$ cat src/rtl/stream_fifo_pkg.sv
// rtl/stream_fifo_pkg.sv - shared widths and parameter ranges for the stream FIFO
package stream_fifo_pkg;

  localparam int W_MIN     = 1;
  localparam int W_MAX     = 1024;
  localparam int DEPTH_MIN = 2;
  localparam int DEPTH_MAX = 32;

  // Occupancy must represent 0..DEPTH inclusive.
  function automatic int level_width(input int depth);
    return $clog2(depth + 1);
  endfunction

  // Pointers address 0..DEPTH-1; keep at least one bit.
  function automatic int ptr_width(input int depth);
    return (depth < 2) ? 1 : $clog2(depth);
  endfunction

endpackage

$ cat src/rtl/stream_reg_fifo_if.sv
// rtl/stream_reg_fifo_if.sv - producer/consumer handshake bundle for the stream FIFO
interface stream_reg_fifo_if #(
  parameter int W = 8
);

  logic         data_in_valid;
  logic [W-1:0] data_in;
  logic         data_in_ready;
  logic         data_out_ready;
  logic [W-1:0] data_out;
  logic         data_out_valid;

  modport master (
    output data_in_valid, data_in, data_out_ready,
    input  data_in_ready, data_out, data_out_valid
  );

  modport slave (
    input  data_in_valid, data_in, data_out_ready,
    output data_in_ready, data_out, data_out_valid
  );

endinterface

$ cat src/rtl/stream_fifo_ptr.sv
// rtl/stream_fifo_ptr.sv - modulo-DEPTH wrap counter with increment and clear
module stream_fifo_ptr
  import stream_fifo_pkg::*;
#(
  parameter int DEPTH = 4
) (
  input  logic                        clk,
  input  logic                        rst_n,
  input  logic                        clr_i,
  input  logic                        inc_i,
  output logic [ptr_width(DEPTH)-1:0] ptr_o
);

  localparam int PW = ptr_width(DEPTH);

  logic [PW-1:0] ptr_q;
  logic [PW-1:0] ptr_d;

  // Next pointer: clear wins, otherwise step and wrap from DEPTH-1 to 0.
  always_comb begin
    ptr_d = ptr_q;
    if (clr_i) begin
      ptr_d = '0;
    end else if (inc_i) begin
      ptr_d = (ptr_q == PW'(DEPTH - 1)) ? '0 : ptr_q + 1'b1;
    end
  end

  // Pointer register with asynchronous clear.
  always_ff @(posedge clk or negedge rst_n) begin
    if (!rst_n) ptr_q <= '0;
    else        ptr_q <= ptr_d;
  end

  assign ptr_o = ptr_q;

endmodule

$ cat src/rtl/stream_reg_fifo.sv
// rtl/stream_reg_fifo.sv - register-based stream FIFO with registered flags and no bypass
module stream_reg_fifo
  import stream_fifo_pkg::*;
#(
  parameter int W          = 8,
  parameter int DEPTH      = 4,
  parameter int AFULL_LVL  = 3,
  parameter int AEMPTY_LVL = 1
) (
  input  logic                          clk,
  input  logic                          rst_n,
  input  logic                          flush,
  stream_reg_fifo_if.slave              bus,
  output logic [level_width(DEPTH)-1:0] level,
  output logic                          almost_full,
  output logic                          almost_empty
);

  localparam int LW = level_width(DEPTH);
  localparam int PW = ptr_width(DEPTH);

  if (W < W_MIN || W > W_MAX) begin : g_bad_w
    $error("stream_reg_fifo: W=%0d out of range", W);
  end
  if (DEPTH < DEPTH_MIN || DEPTH > DEPTH_MAX) begin : g_bad_depth
    $error("stream_reg_fifo: DEPTH=%0d out of range", DEPTH);
  end
  if (AFULL_LVL < 1 || AFULL_LVL > DEPTH) begin : g_bad_afull
    $error("stream_reg_fifo: AFULL_LVL=%0d out of range", AFULL_LVL);
  end
  if (AEMPTY_LVL < 0 || AEMPTY_LVL > DEPTH - 1) begin : g_bad_aempty
    $error("stream_reg_fifo: AEMPTY_LVL=%0d out of range", AEMPTY_LVL);
  end

  logic [W-1:0]  mem_q [DEPTH];
  logic [LW-1:0] count_q;
  logic [LW-1:0] count_d;
  logic [PW-1:0] wr_ptr;
  logic [PW-1:0] rd_ptr;
  logic          wr_en;
  logic          rd_en;

  // Handshake flags come only from the count register, so no input reaches them.
  assign bus.data_in_ready  = (count_q != LW'(DEPTH));
  assign bus.data_out_valid = (count_q != '0);
  assign bus.data_out       = mem_q[rd_ptr];

  // Flush suppresses both transfers in its cycle.
  assign wr_en = bus.data_in_valid  && bus.data_in_ready  && !flush;
  assign rd_en = bus.data_out_valid && bus.data_out_ready && !flush;

  stream_fifo_ptr #(.DEPTH(DEPTH)) u_wr_ptr (
    .clk   (clk),
    .rst_n (rst_n),
    .clr_i (flush),
    .inc_i (wr_en),
    .ptr_o (wr_ptr)
  );

  stream_fifo_ptr #(.DEPTH(DEPTH)) u_rd_ptr (
    .clk   (clk),
    .rst_n (rst_n),
    .clr_i (flush),
    .inc_i (rd_en),
    .ptr_o (rd_ptr)
  );

  // Occupancy next state: flush empties, lone write/read steps by one.
  always_comb begin
    count_d = count_q;
    if (flush) begin
      count_d = '0;
    end else if (wr_en && !rd_en) begin
      count_d = count_q + 1'b1;
    end else if (rd_en && !wr_en) begin
      count_d = count_q - 1'b1;
    end
  end

  // Occupancy register.
  always_ff @(posedge clk or negedge rst_n) begin
    if (!rst_n) count_q <= '0;
    else        count_q <= count_d;
  end

  // Storage: only accepted words are written; reset clears every entry.
  always_ff @(posedge clk or negedge rst_n) begin
    if (!rst_n) begin
      for (int i = 0; i < DEPTH; i++) mem_q[i] <= '0;
    end else if (wr_en) begin
      mem_q[wr_ptr] <= bus.data_in;
    end
  end

  assign level        = count_q;
  assign almost_full  = (count_q >= LW'(AFULL_LVL));
  assign almost_empty = (count_q <= LW'(AEMPTY_LVL));

endmodule

$ cat src/flat_wrapper.sv
// flat-port wrapper written by rule: the top's interface ports become plain ports
module stream_reg_fifo_flat import stream_fifo_pkg::*;
#(
  parameter int W          = 8,
  parameter int DEPTH      = 4,
  parameter int AFULL_LVL  = 3,
  parameter int AEMPTY_LVL = 1
)
  (clk, rst_n, flush, level, almost_full, almost_empty, bus_data_in_valid, bus_data_in, bus_data_out_ready, bus_data_in_ready, bus_data_out, bus_data_out_valid);
  stream_reg_fifo_if #(.W(W)) bus_i ();
  input  logic clk;
  input  logic rst_n;
  input  logic flush;
  output logic [level_width(DEPTH)-1:0] level;
  output logic almost_full;
  output logic almost_empty;
  input wire logic [$bits(bus_i.data_in_valid)-1:0] bus_data_in_valid;
  input wire logic [$bits(bus_i.data_in)-1:0] bus_data_in;
  input wire logic [$bits(bus_i.data_out_ready)-1:0] bus_data_out_ready;
  output wire logic [$bits(bus_i.data_in_ready)-1:0] bus_data_in_ready;
  output wire logic [$bits(bus_i.data_out)-1:0] bus_data_out;
  output wire logic [$bits(bus_i.data_out_valid)-1:0] bus_data_out_valid;
  assign bus_i.data_in_valid = bus_data_in_valid;
  assign bus_i.data_in = bus_data_in;
  assign bus_i.data_out_ready = bus_data_out_ready;
  assign bus_data_in_ready = bus_i.data_in_ready;
  assign bus_data_out = bus_i.data_out;
  assign bus_data_out_valid = bus_i.data_out_valid;
  stream_reg_fifo #(.W(W), .DEPTH(DEPTH), .AFULL_LVL(AFULL_LVL), .AEMPTY_LVL(AEMPTY_LVL)) u_core (.clk(clk), .rst_n(rst_n), .flush(flush), .bus(bus_i), .level(level), .almost_full(almost_full), .almost_empty(almost_empty));
endmodule
$ cat config.mk
export PLATFORM = sky130hd
export DESIGN_NAME = stream_reg_fifo_flat
export DESIGN_NICKNAME = d
export VERILOG_FILES = /design/src/rtl/stream_fifo_pkg.sv /design/src/rtl/stream_reg_fifo_if.sv /design/src/rtl/stream_fifo_ptr.sv /design/src/rtl/stream_reg_fifo.sv /design/src/flat_wrapper.sv
export SDC_FILE = /design/constraint.sdc
export NUM_CORES = 1
export LEC_CHECK = 0
export CORE_UTILIZATION = 57
export CTS_CLUSTER_SIZE = 16
export DETAILED_ROUTE_END_ITERATION = 8
export PLACE_DENSITY = 0.86
export SLEW_MARGIN = 20
export SYNTH_ARGS = -nofsm -noshare
export SYNTH_HDL_FRONTEND = slang
export SYNTH_SLANG_ARGS = --single-unit
export TNS_END_PERCENT = 5
$ cat constraint.sdc
create_clock -name clk -period 2.9 [get_ports clk]
set_input_delay 0.29 -clock clk [delete_from_list [all_inputs] [get_ports clk]]
set_output_delay 0.29 -clock clk [all_outputs]
set_load 0.02 [all_outputs]
==> summary.txt <==
Outcome
  • Status: finished, final reports clean

Synthesis
  • Dominant synthesized flop cell: dfrtp_1
  • Synthesized cell area: 1917 um^2
  • Mean post-synth cell area: 13.99 um^2
  • Post-synth EDFFs: 0
  • Simple-gate share of the synthesized area: 6.201%
  • Fraction of registers with async set or reset after synthesis: 100.0%
  • Adder-cell share of the synthesized area: 5.875%
  • Xor/xnor cell area share of the yosys netlist: 0.9138%
  • Unique masters post-synth: 29
  • Synth top cells by count: dfrtp_1, mux2_2, ha_1
  • Register area share after synthesis: 50.91%
  • Top cells by area, synth: dfrtp_1, mux2_2, mux4_2
  • Share of the synthesized area in the top cell type: 50.91%
  • Yosys warns: 0
  • Post-Syn Instances: 137
  • Post-synth top area cell: dfrtp_1
  • Synthesized Nets: 159
  • Compound-gate portion of the synthesized area: 4.700%
  • Main combinational cell family by area after synthesis: multiplexers
  • FF+latch count, synth: 39
  • Cell with the most instances after synthesis: dfrtp_1
  • Mux cell area share after synthesis: 28.79%

Pwr
  • VDD IR max: 635.4 uV
  • PD cells: 1050 nW/um^2
  • LEAKAGE: 1.019 nW

Timing
  • Fin crit period: 2539 ps
  • Layout Skew: 8.983 ps
  • Measured slew at the worst slew-check pin: 956.0 ps
  • RSZ-0062 raised after global routing: false
  • Final Setup Violations: 0
  • Hold slack: 459.5 ps
  • Final hold violation count: 0
  • Final cycle utilization of the critical path: 87.54%
  • Max_slew headroom: 36.06%
  • Max Fclk: 393.9 MHz
  • Setup TNS: 0 ps
  • Max-slew violations: 0

Die
  • Chip width: 59.99 um
  • Die Area: 3599 um^2
  • Die H: 59.99 um
  • Core area: 3128 um^2
  • IO Pins: 28
  • Rows: 20
  • Starting Density: 61.28%

Worst setup path
  • Reg2Reg Launch Point: u_core.level[1]
  • FF-to-FF setup slack: 970 ps
  • FF-to-FF path depth: 6
  • WS Path Type: flip-flop to output port
  • Crit path DAT: 2250 ps
  • CP max stage cell: dfrtp_1
  • Worst path cell trace: mux4_2 > clkdlybuf4s50_1
  • Crit. End Element: output port
  • Startpoint types: flip-flop
  • CP endpoint: bus_data_out[0]
  • Critical Path Max Stage Delay: 760 ps
  • Worst-path fanout max: 11
  • Worst setup startpoint: u_core.u_rd_ptr.ptr_o[0]
  • CP Data Required Time: 2610 ps
  • Worst flop-to-flop path endpoint: u_core.mem_q[6]

Finish
  • Share of cells above drive strength 1: 33.33%
  • Area grow syn2layout: 20.30%
  • Final Non-Filler Cells: 215
  • Antenna Cells: 0
  • Nets: 192

Global route
  • First-pass GRT wire length: 6072 um
  • Total track usage: 24.20%
  • Vias in the first global route: 1265
  • Largest net degree at the start of global routing: 23
  • Grt ovf: 0
  • Initial antenna violation count: 0

Routing
  • Met1 Wirelength: 1546 um
  • DR WL met2: 1911 um
  • DR DRC count: 0
  • WL/cell: 16.96 um
  • Via-per-instance ratio: 5.647
  • Antenna viol nets, final: 0
  • Metal3 WL: 131 um
  • Top routing layer used: met4
  • Final wirelength: 3647 um
  • Router iterations before antenna repair: 4
  • Initial drt markers: 40
  • Vias: 1214

CTS
  • Post-CTS Setup Bufs: 0
  • Worst-skew pair later-pin latency: 350 ps
  • Post-CTS Hold Buffers: 0
  • CTS Buffer Depth: 2
  • Clk pin slew, worst setup/hold paths: 110 ps
  • Cts bufs inserted: 5
  • CTS sink cnt: 39
  • Post-CTS Resized: 0
  • Clock root buffer: clkbuf_4
  • CTS H-tree depth: 2
  • CTS tree: done

Job
  • MaxCap Viol Count: 0

Hold path
  • HP Class: input port to async pin

Placed design
  • I/O Buffers: 27
  • GP Congestion: 0.8931
  • Post-DP HPWL: 2686 um
  • Placed cell count: 207
-- area by class of cell --
cell class	instances	area [um^2]
inverter	7	26.28
tap	44	55.05
clock inverter	1	7.507
multi-input combinational	88	890.9
sequential	39	975.9
clock buffer	7	65.06
fill	198	822.0
timing repair buffer	29	285.3
-- worst min-delay path by stage --
stage	to	cells past startpoint
floorplan	u_core.level[0]	0
global placement	u_core.mem_q[6]	1
detailed placement	u_core.mem_q[5]	1
CTS	u_core.mem_q[24]	1
global route	u_core.mem_q[24]	1
finish	u_core.level[1]	1
-- layout by cell type (no fill, tap or decap), types with 2 or more instances in the layout --
cell type,count
a21oi_1,4
buf_4,2
clkbuf_4,5
clkbuf_8,2
clkdlybuf4s50_1,27
dfrtp_1,39
ha_1,9
inv_1,7
mux2_1,2
mux2_2,31
mux4_2,8
nand2_1,8
nand2_2,4
nor2_1,4
or3_1,2
xnor2_1,2
-- sequential cells by signal, indices dropped and copies added, names as in the netlist --
register and flops:
u_core.mem_q 32, u_core.level 3, u_core.u_rd_ptr.ptr_o 2, u_core.u_wr_ptr.ptr_o 2
-- stage by stage --
step | worst slack [ps] | cell area (um^2) | total power, mW | utilization (%)
after floorplan | 1088 | 1917 | 1.656 | -
after global placement | 754.3 | 2233 | 2.044 | 71.40
after detailed placement | 713.7 | 2233 | 2.114 | 71.40
after CTS | 329.5 | 2306 | 2.433 | 73.72
after global routing | 245.8 | 2306 | 2.560 | 73.72
final | 361.4 | 2306 | 2.421 | 73.72
-- logic make-up after synthesis --
family                     Yosys count
xor gates and xnor gates             2
DFF                                 39
AOI/OAI and AO/OA                   13
buffers and inverters               10
and+or+nand+nor                     23
adders and majority gates            9
muxes                               41
-- power breakdown --
group | total [mW] | switching, mW | internal [mW]
combinational | 1.17 | 0.523 | 0.649
sequential | 0.926 | 0.165 | 0.760
clock | 0.323 | 0.181 | 0.142
total | 2.42 | 0.869 | 1.55
-- layer usage --
| metal | up-vias | track usage [%] |
|---|---|---|
| met5 | - | 0 |
| met4 | 0 | 9.302 |
| met3 | 9 | 7.576 |
| met2 | 22 | 39.68 |
| met1 | 623 | 29.90 |
| li1 | 560 | - |
-- worst max-delay path: cells and delay by family (launching register included) --
family / cells / cell delay (ps)
buf+inv: 1 / 550
flops: 1 / 760
mux: 1 / 590
No activity file was read; power rests on OpenSTA's default activity.
